<file path="src/rtl/dds_sweep_controller.sv">
// dds_sweep_controller
//
// Linear frequency-sweep sequencer for the DDS phase accumulator.
// It steps a tuning word from a start word to a stop word. Each word is
// held for a programmable dwell. The sweep can run once or repeat.
//
// Ports
//   clk        system clock; all logic runs on its rising edge
//   resetn     synchronous, active-low reset
//   start      start request; only looked at in IDLE
//   abort      stops the sweep at once; wins over start
//   mode       0 = single sweep, 1 = continuous
//   ftw_start  first tuning word
//   ftw_stop   last tuning word
//   ftw_step   step magnitude (unsigned)
//   dwell      cycles each word is held; 0 behaves as 1
//   ftw_out    registered tuning word to the DDS
//   ftw_load   one-cycle strobe, high when ftw_out takes a new value
//   busy       high while a sweep is in progress
//   done       one-cycle pulse when a single sweep completes
//   pwm_en     PWM gate; always equal to busy
//
// state | meaning
// ------+-----------------------------------------------------------
// IDLE  | no sweep running; ftw_out holds its last value
// DWELL | holding the current word until the dwell count reaches 0
module dds_sweep_controller #(
    parameter int FTW_W   = 32,
    parameter int DWELL_W = 16
) (
    input  logic               clk,
    input  logic               resetn,
    input  logic               start,
    input  logic               abort,
    input  logic               mode,
    input  logic [FTW_W-1:0]   ftw_start,
    input  logic [FTW_W-1:0]   ftw_stop,
    input  logic [FTW_W-1:0]   ftw_step,
    input  logic [DWELL_W-1:0] dwell,
    output logic [FTW_W-1:0]   ftw_out,
    output logic               ftw_load,
    output logic               busy,
    output logic               done,
    output logic               pwm_en
);

    typedef enum logic {IDLE = 1'b0, DWELL = 1'b1} state_t;

    state_t               state_q, state_d;
    logic [DWELL_W-1:0]   count_q, count_d;
    logic [FTW_W-1:0]     sh_start_q, sh_start_d;
    logic [FTW_W-1:0]     sh_stop_q, sh_stop_d;
    logic [FTW_W-1:0]     sh_step_q, sh_step_d;
    logic [DWELL_W-1:0]   sh_dwell_q, sh_dwell_d;
    logic                 sh_mode_q, sh_mode_d;
    logic                 dir_up_q, dir_up_d;
    logic [FTW_W-1:0]     ftw_d;
    logic                 load_d, done_d;

    logic [DWELL_W-1:0]   dwell_eff;
    logic [FTW_W:0]       sum_ext, diff_ext;
    logic [FTW_W-1:0]     next_word;

    assign dwell_eff = (dwell == '0) ? DWELL_W'(1) : dwell;

    // The extra MSB catches carry-out on the way up and borrow on the way
    // down. Either one means we passed the stop word, so clamp to it.
    assign sum_ext  = {1'b0, ftw_out} + {1'b0, sh_step_q};
    assign diff_ext = {1'b0, ftw_out} - {1'b0, sh_step_q};

    always_comb begin
        next_word = sh_stop_q;
        if (sh_step_q != '0) begin
            if (dir_up_q) begin
                if (!sum_ext[FTW_W] && (sum_ext[FTW_W-1:0] <= sh_stop_q))
                    next_word = sum_ext[FTW_W-1:0];
            end else begin
                if (!diff_ext[FTW_W] && (diff_ext[FTW_W-1:0] >= sh_stop_q))
                    next_word = diff_ext[FTW_W-1:0];
            end
        end
    end

    always_comb begin
        state_d    = state_q;
        count_d    = count_q;
        sh_start_d = sh_start_q;
        sh_stop_d  = sh_stop_q;
        sh_step_d  = sh_step_q;
        sh_dwell_d = sh_dwell_q;
        sh_mode_d  = sh_mode_q;
        dir_up_d   = dir_up_q;
        ftw_d      = ftw_out;
        load_d     = 1'b0;
        done_d     = 1'b0;
        unique case (state_q)
            IDLE: begin
                if (start && !abort) begin
                    sh_start_d = ftw_start;
                    sh_stop_d  = ftw_stop;
                    sh_step_d  = ftw_step;
                    sh_dwell_d = dwell_eff;
                    sh_mode_d  = mode;
                    dir_up_d   = (ftw_stop >= ftw_start);
                    ftw_d      = ftw_start;
                    load_d     = 1'b1;
                    count_d    = dwell_eff - DWELL_W'(1);
                    state_d    = DWELL;
                end
            end
            DWELL: begin
                if (abort) begin
                    state_d = IDLE;
                end else if (count_q != '0) begin
                    count_d = count_q - DWELL_W'(1);
                end else if (ftw_out != sh_stop_q) begin
                    ftw_d   = next_word;
                    load_d  = 1'b1;
                    count_d = sh_dwell_q - DWELL_W'(1);
                end else if (sh_mode_q) begin
                    ftw_d   = sh_start_q;
                    load_d  = 1'b1;
                    count_d = sh_dwell_q - DWELL_W'(1);
                end else begin
                    state_d = IDLE;
                    done_d  = 1'b1;
                end
            end
            default: state_d = IDLE;
        endcase
    end

    always_ff @(posedge clk) begin
        if (!resetn) begin
            state_q    <= IDLE;
            count_q    <= '0;
            sh_start_q <= '0;
            sh_stop_q  <= '0;
            sh_step_q  <= '0;
            sh_dwell_q <= '0;
            sh_mode_q  <= 1'b0;
            dir_up_q   <= 1'b0;
            ftw_out    <= '0;
            ftw_load   <= 1'b0;
            done       <= 1'b0;
            busy       <= 1'b0;
        end else begin
            state_q    <= state_d;
            count_q    <= count_d;
            sh_start_q <= sh_start_d;
            sh_stop_q  <= sh_stop_d;
            sh_step_q  <= sh_step_d;
            sh_dwell_q <= sh_dwell_d;
            sh_mode_q  <= sh_mode_d;
            dir_up_q   <= dir_up_d;
            ftw_out    <= ftw_d;
            ftw_load   <= load_d;
            done       <= done_d;
            busy       <= (state_d == DWELL);
        end
    end

    assign pwm_en = busy;

endmodule
</file>
<file path="config.mk">
export PLATFORM = sky130hd
export DESIGN_NAME = dds_sweep_controller
export DESIGN_NICKNAME = d
export VERILOG_FILES = /design/src/rtl/dds_sweep_controller.sv
export SDC_FILE = /design/constraint.sdc
export NUM_CORES = 1
export LEC_CHECK = 0
export ABC_AREA = 1
export BUFFER_PORTS_ARGS = -buffer_cell sky130_fd_sc_hd__buf_4
export CAP_MARGIN = 20
export CORE_MARGIN = 2
export CORE_UTILIZATION = 40
export CTS_CLUSTER_DIAMETER = 60
export DETAILED_ROUTE_END_ITERATION = 10
export SLEW_MARGIN = 20
export SYNTH_ARGS = -nofsm -noshare
export SYNTH_HDL_FRONTEND = slang
export SYNTH_SLANG_ARGS = --single-unit
</file>
<file path="constraint.sdc">
create_clock -name clk -period 7.65 [get_ports clk]
set_clock_uncertainty 0.15 [all_clocks]
set_input_delay 0.3825 -clock clk [delete_from_list [all_inputs] [get_ports clk]]
set_output_delay 0.3825 -clock clk [all_outputs]
set_load 0.05 [all_outputs]
</file>
; Yosys cells after proc, flatten, opt, wreduce, memory -nomap -nowiden
; Index checks and enable logic that the tools add are counted.
[word_totals]
regBits = 165
latchBits = 0
ram_bits = 0
rom_bits = 0
input_bits = 117
output_inout_bits = 36
word_cells = 67
memories = 0
[op_classes]
add_sub_neg = 5
mul = 0
div = 0
n_lt_le_gt_ge = 3
eq_ne = 6
shifts = 0
n_mux = 27
bitwise_logic = 2
reduce_logical = 13
[ops]
columns = cell, n
row1 = $mux 32, 9
row2 = $mux 16, 6
row3 = $ge 32x32->1, 2
row4 = $pmux 32 s2, 1
row5 = $sub 16x1->16 const B, 3
row6 = $add 32x32->33, 1
row7 = $sub 32x32->33, 1
row8 = $le 32x32->1, 1
row9 = $ne 32x32->1, 1
row10 = $pmux 16 s2, 1
row11 = $reduce_bool 32->1, 1
row12 = $logic_not 16->1, 1
row13 = $reduce_bool 16->1, 1
row14 = $mux 1, 8
row15 = $ne 2x2->1 const B, 3
row16 = $reduce_or 5->1, 1
row17 = $ne 4x1->1 const B, 1
row18 = $pmux 1 s2, 2
row19 = $reduce_and 4->1, 1
row20 = $logic_and 1x1->1, 3
row21 = $logic_not 1->1, 3
row22 = $ne 3x1->1 const B, 1
row23 = $reduce_and 3->1, 1
row24 = $not 1->1, 2
row25 = $reduce_and 2->1, 1

; Logic depth before layout (Yosys ltp)
; Gate-level depths: netlist of the first run.
[depth]
depth_word = 10
depth_mapped = 34

; Worst setup path after synthesis of the first run
; OpenSTA, ideal clock, no wires.
[synth_path]
path_kind = register to register
startpoint = register ftw_out[0]
endpoint = register ftw_out[21]
setup_time_ns = 0.120
arrival_ns = 3.798
required_time_ns = 7.380
slack_ns = 3.582
path_stages_with_launch = 28
period_less_slack_ns = 4.068
cell_sequence = dfxtp_1 ha_1 inv_1 fa_1 inv_1 nand3_1 nand3_1 nand2_1 nand2_1 nand2_1 nand3_1 a21oi_1 xor2_1 ha_1 nand2_1 nor2_1 nand4_1 nor2_1 nand2_1 nand2_1 clkbuf_1 nand3_1 nand3_1 nand3_1 nand2_1 nand2_1 nand2_1 a21oi_1
[synth_between]
elab_chain_len = 10
word_cells_on_any_way = 19
cone_classes = add/sub: 2 / order compare: 2 / eq/ne: 2 / mux: 8 / reduce/logical: 5
[synth_lines]
columns = item, line_no
row1 = "start, declared", 40  ; output logic [FTW_W-1:0] ftw_out,
row2 = "start signal, assigned", 156  ; ftw_out <= ftw_d;
row3 = $sub 32x32->33 / $add 32x32->33 (equally long branches), "69, 68"
row4 = $ge 32x32->1 (tied with other cells), 78  ; if (!diff_ext[FTW_W] && (diff_ext[FTW_W-1:0] >= sh_stop_q))
row5 = $logic_and 1x1->1 (on tied branches), "78, 75"
row6 = $mux 32 (on tied branches), "78, 75"
row7 = $mux 32, 74  ; if (dir_up_q) begin
row8 = $mux 32, 73  ; if (sh_step_q != '0) begin
row9 = $mux 32, 116  ; end else if (ftw_out != sh_stop_q) begin
row10 = $mux 32, 114  ; end else if (count_q != '0) begin
row11 = $mux 32, 112  ; if (abort) begin
row12 = $pmux 32 s2, 96  ; unique case (state_q)
; Several ways; a longest one is shown, not always the timed one. The select of a mux whose other input is x is not followed.
; A chain may end at the register's enable or synchronous reset.

; Worst setup path in the final report of the first run
[layout_path]
startpoint = register ftw_out[0]
endpoint = register ftw_out[30]
; The elaborated chain is that of the path after synthesis.

==> results of run 1 <==
-- cell families (layout without fill, tap and decap cells) --
family | count (synthesis) | count (layout) | synth area share, %
fa+ha+maj | 163 | 163 | 13.1
simple gates | 1189 | 1189 | 31.8
buf+inv | 501 | 593 | 12.5
compound gates | 561 | 561 | 18.7
flops | 165 | 165 | 21.1
xor+xnor | 49 | 49 | 2.74
-- stage by stage --
stage / instance area, um^2 / utilization, %
floorplan: 15600 / -
global placement: 17100 / 44.2
detailed placement: 17100 / 44.2
CTS: 17700 / 45.7
global route: 17700 / 45.7
finish: 17700 / 45.7
-- layout make-up --
cell class / count / area share [%]
multi-input cells: 1962 / 58.8
flip-flops and latches: 165 / 18.7
inverters: 395 / 8.39
repair buffers: 166 / 7.05
well taps: 518 / 3.67
clock buffers: 18 / 2.48
clock inverters: 14 / 0.941
-- per-layer routing --
metal  vias up  global-route usage, %  part of all wire, %
met3        84                   3.81                  6.7
met2       565                   46.1                   44
met1      8047                   40.4                   46
met4         0                   10.0                  3.1
li1       8602                      -                    -
met5         -                      0                    0
-- how the worst max path moves through the flow --
stage / startpoint / to / slack (ps)
6_report: ftw_out[0]$_SDFFE_PN0P_ / ftw_out[30]$_SDFFE_PN0P_ / 2330
4_1_cts: ftw_out[0]$_SDFFE_PN0P_ / ftw_out[29]$_SDFFE_PN0P_ / 2450
5_1_grt: ftw_out[0]$_SDFFE_PN0P_ / ftw_out[29]$_SDFFE_PN0P_ / 2020
3_5_place_dp: ftw_out[0]$_SDFFE_PN0P_ / ftw_out[31]$_SDFFE_PN0P_ / 2510
3_3_place_gp: ftw_out[0]$_SDFFE_PN0P_ / ftw_out[0]$_SDFFE_PN0P_ / 2510
2_1_floorplan: ftw_out[0]$_SDFFE_PN0P_ / ftw_out[21]$_SDFFE_PN0P_ / 3580
-- placed cells by master, fill, tap and decap left out, types with 19 or more instances in the layout --
cell type	netlist	final
inv_1	374	374
nand2_1	758	757
xor2_1	36	36
a21oi_1	311	311
inv_2	19	19
nand4_1	39	39
dfxtp_1	165	164
ha_1	161	161
nor2_1	159	159
buf_4	6	166
o21ai_0	203	203
nand3_1	172	171
-- flip-flops by register name (all words and copies together), names as in the netlist --
signal,cells
state_q,1
sh_step_q,32
sh_start_q,32
sh_mode_q,1
sh_dwell_q,16
dir_up_q,1
done,1
ftw_load,1
sh_stop_q,32
ftw_out,32
count_q,16
-- tightest hold or removal path, stage by stage --
cell and delay [ps]:
buf_4 110, nand2_1 50, a21oi_1 50
-- report_power, final --
part	switching [mW]	total (mW)	internal, mW
sequential	0.0596	0.977	0.917
clock	0.423	0.922	0.499
combinational	1.13	1.67	0.541
total	1.61	3.57	1.96
==> flow_summary.yaml, run 1 <==
power_and_ir_drop:
  total_power_mw: 3.57
  p_leak_nw: 9.16
  ir_drop_mv: 0.174
  cellPowerDensity_nw_per_um2: 202
logic_synthesis:
  synth.cell_area_um2: 15600
  synth.distinct_cells: 45
  synthTopCellsByCount: "758 x nand2_1, 374 x inv_1, 311 x a21oi_1"
  syn_avg_cell_area_um2: 5.95
  syn_inst: 2628
  ys_warn_count: 0
  synth_edf_count: 0
  synth.most_common_cell: "nand2_1"
  ys_ff_latch: 165
  yosysTopAreaCell: "dfxtp_1"
  ys_seq_area_share_pct: 21.1
  synth_top_area_share_pct: 21.1
  synthArstFlopShare_pct: 0
  yosys-top-cells-area: "dfxtp_1 21%, nand2_1 18%, ha_1 13%, a21oi_1 10%, inv_1 9.0%"
  synth_nets: 2908
  synth_ff_type: "dfxtp_1"
clock_network:
  cts_sinks: 165
  clockBufferDepth: 2
  cts_tree: "yes"
  cts_root_buffer: "clkbuf_16"
  clk_latency_ps: 470
  cts_setup_buffers: 0
  cts_buffers: 17
  cts_resized: 0
  ctsHoldBuffers: 0
  clk_pin_slew_ps: 80
  cts.htree.levels: 4
worst_setup_path:
  path_depth: 27
  r2r_setup_slack_ps: 2330
  crit_type: "reg -> reg"
  r2r_cells: 27
  cp-start-kind: "register"
  critPathArrivalTime_ps: 5510
  crit_path_frequent_cell: "nand2_1"
  cp_max_fo: 17
  worstPathRequired_ps: 7840
  cpPeakStageDelay_ps: 460
  r2r_start: "ftw_out[0]$_SDFFE_PN0P_"
  crit_family: "simple AND/OR/NAND/NOR gates"
  critPathBufInv: 2
  endpoint_kind: "register"
  cpMaxStageDelayCell: "fa_1"
  reg2reg_to: "ftw_out[30]$_SDFFE_PN0P_"
sta:
  tns_ps: 0
  fin_crit_ps: 5320
  holdWs_ps: 32.4
  relSlewSlack_pct: 29.0
  hold_violations: 0
  setup_viol: 0
  worst_pin_slew_ps: 1060
  fmax_ghz: 0.188
  rsz0062_at_grt: "no"
  setup_slack_ps: 2330
  layout_worst_path_cycle_share_pct: 69.6
  maxSlewViolCount: 0
layout:
  num_antenna_cells: 0
  final-seq-area_um2: 3300
  stdcell_count: 3238
  drive_gt1_share_pct: 9.19
  syn2layout_area_growth_pct: 13.0
  nets: 2987
  multi_input_area_um2: 10400
  fillers: 4190
grt:
  grt_pass1_wl_um: 91500
  overflow: 0
  antenna_found_initial: 0
  first_global_vias: 16300
  grt_use_total_pct: 29.0
  grt_max_degree: 73
route:
  wirelength_um: 59600
  vias: 17300
  route.detailed.drc: 0
  dr.first_iter.drc_count: 1662
  viasPerCell: 5.34
  drt-pass1-iter-count: 8
  wl_per_cell_um: 18.4
  drtAntennaViolNets: 0
min_path:
  hold_depth: 3
  hold_path_end: "sh_dwell_q[6]$_SDFFE_PN0P_"
  hold_start: "dwell[6]"
  hold_class: "in -> reg"
floorplanning:
  boundaryPins: 153
  die_w_um: 202
  core_area_um2: 38600
  num_rows: 72
  die-height_um: 202
  dieArea_um2: 40700
  initial_core_util_pct: 40.5
placed_design:
  place_inst: 3206
  port_buffers: 152
  dp_hpwl_um: 47500
  dp_slack_ps: 2510
  gp_congestion: 1.04
job:
  drv_cap: 0
outcome:
  status: "completed"
Note: power is estimated with default switching activity, not from simulation.
==> inputs of run 2 (changes only) <==
--- a/config.mk
+++ b/config.mk
@@ -5,7 +5,7 @@
 export SDC_FILE = /design/constraint.sdc
 export NUM_CORES = 1
 export LEC_CHECK = 0
-export ABC_AREA = 1
+export ABC_AREA = 0
 export BUFFER_PORTS_ARGS = -buffer_cell sky130_fd_sc_hd__buf_4
 export CAP_MARGIN = 20
 export CORE_MARGIN = 2
==> constraint.sdc (replaced) <==
create_clock -name clk -period 4.6 [get_ports clk]
set_clock_uncertainty 0.15 [all_clocks]
set_input_delay 0.23 -clock clk [delete_from_list [all_inputs] [get_ports clk]]
set_output_delay 0.23 -clock clk [all_outputs]
set_load 0.05 [all_outputs]
==> run 2 against run 1 <==
Against the previous run: the flow now finishes with violations (setup timing); maximum frequency increased by 3.4%; final cell count is 6.6% lower; global-route usage grew 3.7 points; first-iteration DRC count fell by 19%; critical path depth down 5; non-clock buffer count increased by 533; worst hold slack improved by 26 ps; power rose by 92%; worst setup slack got worse by 2900 ps; sequential power is 64% higher; register-to-register slack lost 2900 ps; via count decreased by 1.5%; largest cell class unchanged.
==> flow_summary.yaml, run 2 <==
min_path:
  hold_class: "in -> reg"
worst_setup_path:
  endpoint_kind: "register"
  cpPeakStageDelay_ps: 470
  cp-start-kind: "register"
  crit_path_frequent_cell: "buf_4"
  crit_family: "compound AO/OA/AOI/OAI gates"
  crit_type: "reg -> reg"
  critPathBufInv: 5
  critPathArrivalTime_ps: 5360
  worstPathRequired_ps: 4810
  crit_chain: "buf_4, ha_1, buf_4, nor4_1, buf_4, a21oi_2, buf_4, nand2b_4, a21oi_1, o21bai_1, xnor2_1, ha_1, nand4_1, nor2_1, a221o_1, o31a_1, a2111o_1, nor2_4, buf_4, mux2_1, a311oi_1, a31oi_1"
  cp_max_fo: 5
  cpMaxStageDelayCell: "a2111o_1"
clock_network:
  clk_latency_ps: 470
  cts_tree: "yes"
  cts_sinks: 165
  clockBufferDepth: 2
  clk_pin_slew_ps: 90
  cts.htree.levels: 4
  cts_buffers: 17
  cts_root_buffer: "clkbuf_16"
sta:
  fin_crit_ps: 5150
  layout_worst_path_cycle_share_pct: 112
  setup_slack_ps: -549
  maxSlewViolCount: 0
  holdWs_ps: 58.9
  hold_violations: 0
  fmax_ghz: 0.194
  worst_pin_slew_ps: 965
  rsz0062_at_grt: "yes"
  relSlewSlack_pct: 34.0
  setup_viol: 32
layout:
  final_common_cell: "buf_4"
  drive_gt1_share_pct: 31.9
  syn2layout_area_growth_pct: 51.7
  num_antenna_cells: 0
  nets: 2830
  layout_common_cells: "560 x buf_4, 323 x nand2_1, 224 x a21oi_1"
  final_area_um2: 21800
logic_synthesis:
  synth.most_common_cell: "nand2_1"
  yosys-top-cells-area: "dfxtp_1 23%, ha_1 14%, nand2_1 8.6%, a21oi_1 8.1%, inv_1 3.6%"
  syn_avg_cell_area_um2: 7.38
  synthArstFlopShare_pct: 0
  synth_ff_type: "dfxtp_1"
  synth.cell_area_um2: 14400
  ys_ff_latch: 165
  ys_seq_area_share_pct: 23.0
  ys_warn_count: 0
  synth_top_area_share_pct: 23.0
  syn_inst: 1946
  yosysTopAreaCell: "dfxtp_1"
  synthTopCellsByCount: "330 x nand2_1, 233 x a21oi_1, 165 x dfxtp_1"
  synth.distinct_cells: 90
  synth_edf_count: 0
  synth_nets: 2226
placed_design:
  place_area_um2: 18800
  dp_hpwl_um: 47900
  gp_congestion: 0.945
  port_buffers: 152
  dp_slack_ps: -771
route:
  drtAntennaViolNets: 0
  wirelength_um: 62300
  wl_per_cell_um: 20.6
  route.detailed.drc: 0
  dr.first_iter.drc_count: 1351
  vias: 17000
  viasPerCell: 5.63
  drt-pass1-iter-count: 6
power_and_ir_drop:
  swShare_pct: 40.7
  ir_drop_mv: 0.352
  clock_power_share_pct: 22.1
  p_int_mw: 4.06
  cellPowerDensity_nw_per_um2: 314
  p_sw_mw: 2.78
  p_leak_nw: 9.67
  combPwrFrac_pct: 54.5
  seq_power_share_pct: 23.4
floorplanning:
  core_area_um2: 35500
  boundaryPins: 153
  die-height_um: 193
  die_w_um: 193
  dieArea_um2: 37400
  num_rows: 69
  initial_core_util_pct: 40.5
grt:
  grt_use_total_pct: 32.7
  overflow: 0
  grt_max_degree: 76
  grt_pass1_wl_um: 96300
  first_global_vias: 16800
  antenna_found_initial: 0
outcome:
  status: "complete, but fails checks"
  violations: "setup timing"
job:
  drv_cap: 0
run 2: layer usage:
metal,track usage (%),part of all wire [%],vias to the layer above
li1,-,-,8179
met1,45.1,46,8103
met2,52.1,45,638
met3,3.80,5.7,112
met4,12.7,3.9,0
met5,0,0,-
run 2: repair_timing:
action | 4_1_cts | 5_1_grt
hold buffers | 113 | 0
endpoints found under the setup margin | 32 | 32
cloned | 2 | 0
buffers inserted | 36 | 16
pin swaps | 70 | 35
endpoints found under the hold margin | 118 | 0
gates resized for setup | 168 | 24
run 2: cells by family (layout without fill, tap and decap cells):
family          count (synthesis)  count (layout)  synth area share [%]
flops                         165             165                  23.0
buf+inv                       256             872                  7.25
mux                            15              15                  1.17
simple gates                  640             641                  20.5
xor+xnor                      101             101                  6.16
fa+ha+maj                     163             163                  14.3
compound gates                606             606                  27.7
run 2: worst min-delay path, cell delays in order:
cell and delay, ps:
buf_4 230, nand2_1 100, a31oi_1 40
run 2: worst paths after layout:
kind                                   start                    endpoint  slack, ps  cells after the start
setup / recovery   sh_step_q[5]$_SDFFE_PN0P_    ftw_out[20]$_SDFFE_PN0P_       -550                     22
hold / removal                        resetn    ftw_out[28]$_SDFFE_PN0P_         60                      3
setup reg to reg   sh_step_q[5]$_SDFFE_PN0P_    ftw_out[20]$_SDFFE_PN0P_       -550                     22
hold reg to reg   sh_start_q[6]$_SDFFE_PN0P_  sh_start_q[6]$_SDFFE_PN0P_        300                      2
run 2: final cells by class:
class	instances	area, um^2
tap	461	577
clock buffer	19	433
multi-input combinational	1526	11100
timing repair buffer	699	5690
clock inverter	13	138
inverter	141	532
sequential	165	3370
fill	3230	13700
run 2: power by group through the flow:
stage                     Sequential (mW)  Clock (mW)  Combinational, mW
after floorplan                      1.68           0               1.57
after global placement               1.62           0               3.06
after detailed placement             1.62           0               3.06
after CTS                            1.60        1.53               3.58
after global routing                 1.61        1.58               3.97
final                                1.60        1.51               3.73
run 2: through the flow:
step           utilization [%]  cells  setup TNS [ps]  total power, mW
3_5_place_dp              52.9   2828          -16960             4.69
6_report                  61.4   3024          -13340             6.84
2_1_floorplan                -   1946            -413             3.25
5_1_grt                   61.4   3024          -20640             7.16
4_1_cts                   60.8   3008           -9570             6.70
3_3_place_gp              52.9   2828          -15770             4.68
==> inputs of run 3 (changes only) <==
--- a/config.mk
+++ b/config.mk
@@ -9,7 +9,7 @@
 export BUFFER_PORTS_ARGS = -buffer_cell sky130_fd_sc_hd__buf_4
 export CAP_MARGIN = 20
 export CORE_MARGIN = 2
-export CORE_UTILIZATION = 40
+export CORE_UTILIZATION = 25
 export CTS_CLUSTER_DIAMETER = 60
 export DETAILED_ROUTE_END_ITERATION = 10
 export SLEW_MARGIN = 20
==> run 3 against run 2 <==
Against the previous run: the run still ends with setup timing left; final cell count is 8.8% higher; combinational power is 4% lower; die area is 59% higher; first-iteration DRC count is 5.4% lower; power is 2.0% lower; sequential cell count stayed put; routed wire length is 1.7% higher; highest routed layer unchanged; clock power hardly changed.
==> flow_summary.yaml, run 3 (synthesis results as in run 2) <==
outcome:
  status: "complete, but fails checks"
  violations: "setup timing"
grt:
  grt_max_degree: 76
  overflow: 0
  grt_pass1_wl_um: 96600
  first_global_vias: 16500
  antenna_found_initial: 0
  grt_use_total_pct: 20.9
placed_design:
  dp_hpwl_um: 49000
  dp_slack_ps: -941
  port_buffers: 152
  gp_congestion: 0.950
sta:
  fin_crit_ps: 5350
  rsz0062_at_grt: "yes"
  setup_slack_ps: -753
  tns_ps: -18130
  worst_pin_slew_ps: 864
  setup_viol: 32
  fmax_ghz: 0.187
  hold_violations: 0
  maxSlewViolCount: 0
  layout_worst_path_cycle_share_pct: 116
  relSlewSlack_pct: 41.9
route:
  wirelength_um: 63300
  drtAntennaViolNets: 0
  route.detailed.drc: 0
  vias: 16900
  dr.first_iter.drc_count: 1278
  viasPerCell: 5.13
  wl_per_cell_um: 19.2
  drt-pass1-iter-count: 5
min_path:
  hold_depth: 4
  hold_class: "in -> reg"
power_and_ir_drop:
  cellPowerDensity_nw_per_um2: 307
  ir_drop_mv: 0.276
  total_power_mw: 6.71
  p_leak_nw: 9.53
clock_network:
  cts_buffers: 17
  clk_pin_slew_ps: 70
  clockBufferDepth: 2
  cts_tree: "yes"
  cts_root_buffer: "clkbuf_16"
  cts_sinks: 165
  clk_latency_ps: 500
  cts.htree.levels: 4
layout:
  multi_input_area_um2: 10900
  final-seq-area_um2: 3370
  syn2layout_area_growth_pct: 52.2
  final_common_cell: "buf_4"
  utilization_pct: 38.6
  num_antenna_cells: 0
  drive_gt1_share_pct: 30.7
  layout_common_cells: "529 x buf_4, 321 x nand2_1, 223 x a21oi_1"
  nets: 2802
  fillers: 5851
floorplanning:
  die-height_um: 244
  dieArea_um2: 59400
  initial_core_util_pct: 25.4
  core_area_um2: 56600
  die_w_um: 244
  num_rows: 87
  boundaryPins: 153
worst_setup_path:
  cpPeakStageDelay_ps: 510
  cp-start-kind: "register"
  worstPathRequired_ps: 4820
  r2r_cells: 24
  crit_chain: "ha_4, inv_2, fa_2, nor2_2, o211ai_1, a21oi_2, buf_4, o2bb2ai_4, buf_4, buf_6, o31ai_1, xnor2_1, ha_1, nand4_1, nor4_4, buf_4, and2b_2, o31a_1, a2111o_1, nor2_4, buf_6, mux2_4, a221oi_2, nor2_1"
  crit_type: "reg -> reg"
  cpMaxStageDelayCell: "a2111o_1"
  endpoint_kind: "register"
  critPathArrivalTime_ps: 5580
  crit_path_frequent_cell: "buf_4"
  cp_max_fo: 7
job:
  drv_cap: 0
-- run 3: path summary, 6_finish.rpt --
kind                                   start                           to  slack, ps
hold / removal                         start  sh_dwell_q[15]$_SDFFE_PN0P_        190
setup / recovery   sh_step_q[0]$_SDFFE_PN0P_     ftw_out[21]$_SDFFE_PN0P_       -750
setup reg to reg   sh_step_q[0]$_SDFFE_PN0P_     ftw_out[21]$_SDFFE_PN0P_       -750
hold reg to reg   sh_start_q[8]$_SDFFE_PN0P_   sh_start_q[8]$_SDFFE_PN0P_        300
-- run 3: what timing repair did --
action                                  in CTS  in global routing
gates resized for setup                    117                 53
setup buffers                               31                 19
endpoints found under the setup margin      32                 32
pin swaps                                   50                 38
hold buffers                               115                  0
endpoints found under the hold margin      138                  0
-- run 3: area by class of cell --
class | count | share of cell area [%]
clock inverter | 11 | 0.527
multi-input combinational | 1525 | 50.0
timing repair buffer | 672 | 25.0
sequential | 165 | 15.4
tap | 756 | 4.33
clock buffer | 21 | 2.20
inverter | 141 | 2.44
-- run 3: routing by layer --
layer | share of wire, % | wire length (um) | global-route usage, % | vias up
met5 | 0 | 0 | 0 | -
met4 | 3.7 | 2350 | 8.45 | 0
met3 | 6.4 | 4070 | 4.10 | 99
met2 | 44 | 28200 | 32.6 | 597
met1 | 45 | 28700 | 28.3 | 8069
li1 | - | - | - | 8123
-- run 3: where the power goes --
| group | switching [mW] | total [mW] | internal, mW |
|---|---|---|---|
| logic | 1.88 | 3.58 | 1.70 |
| clock network | 0.705 | 1.52 | 0.816 |
| registers | 0.0947 | 1.60 | 1.51 |
| total | 2.68 | 6.71 | 4.03 |
-- run 3: through the flow --
stage | area [um^2] | instances | hold WS, ps
after floorplan | 14600 | 1946 | 216
after global placement | 18900 | 3097 | 287
after detailed placement | 18900 | 3097 | 292
after CTS | 21500 | 3273 | 150
after global routing | 21900 | 3291 | 202
final | 21900 | 3291 | 191
-- run 3: critical path, delay by kind of cell (launching register included) --
| kind | cells | cell delay [ps] |
|---|---|---|
| AND/OR/NAND/NOR | 6 | 990 |
| adder cells (fa/ha/maj) | 3 | 790 |
| XOR/XNOR | 1 | 260 |
| flip-flops | 1 | 370 |
| multiplexers | 1 | 300 |
| AO/OA/AOI/OAI | 7 | 1610 |
| buffers and inverters | 6 | 760 |
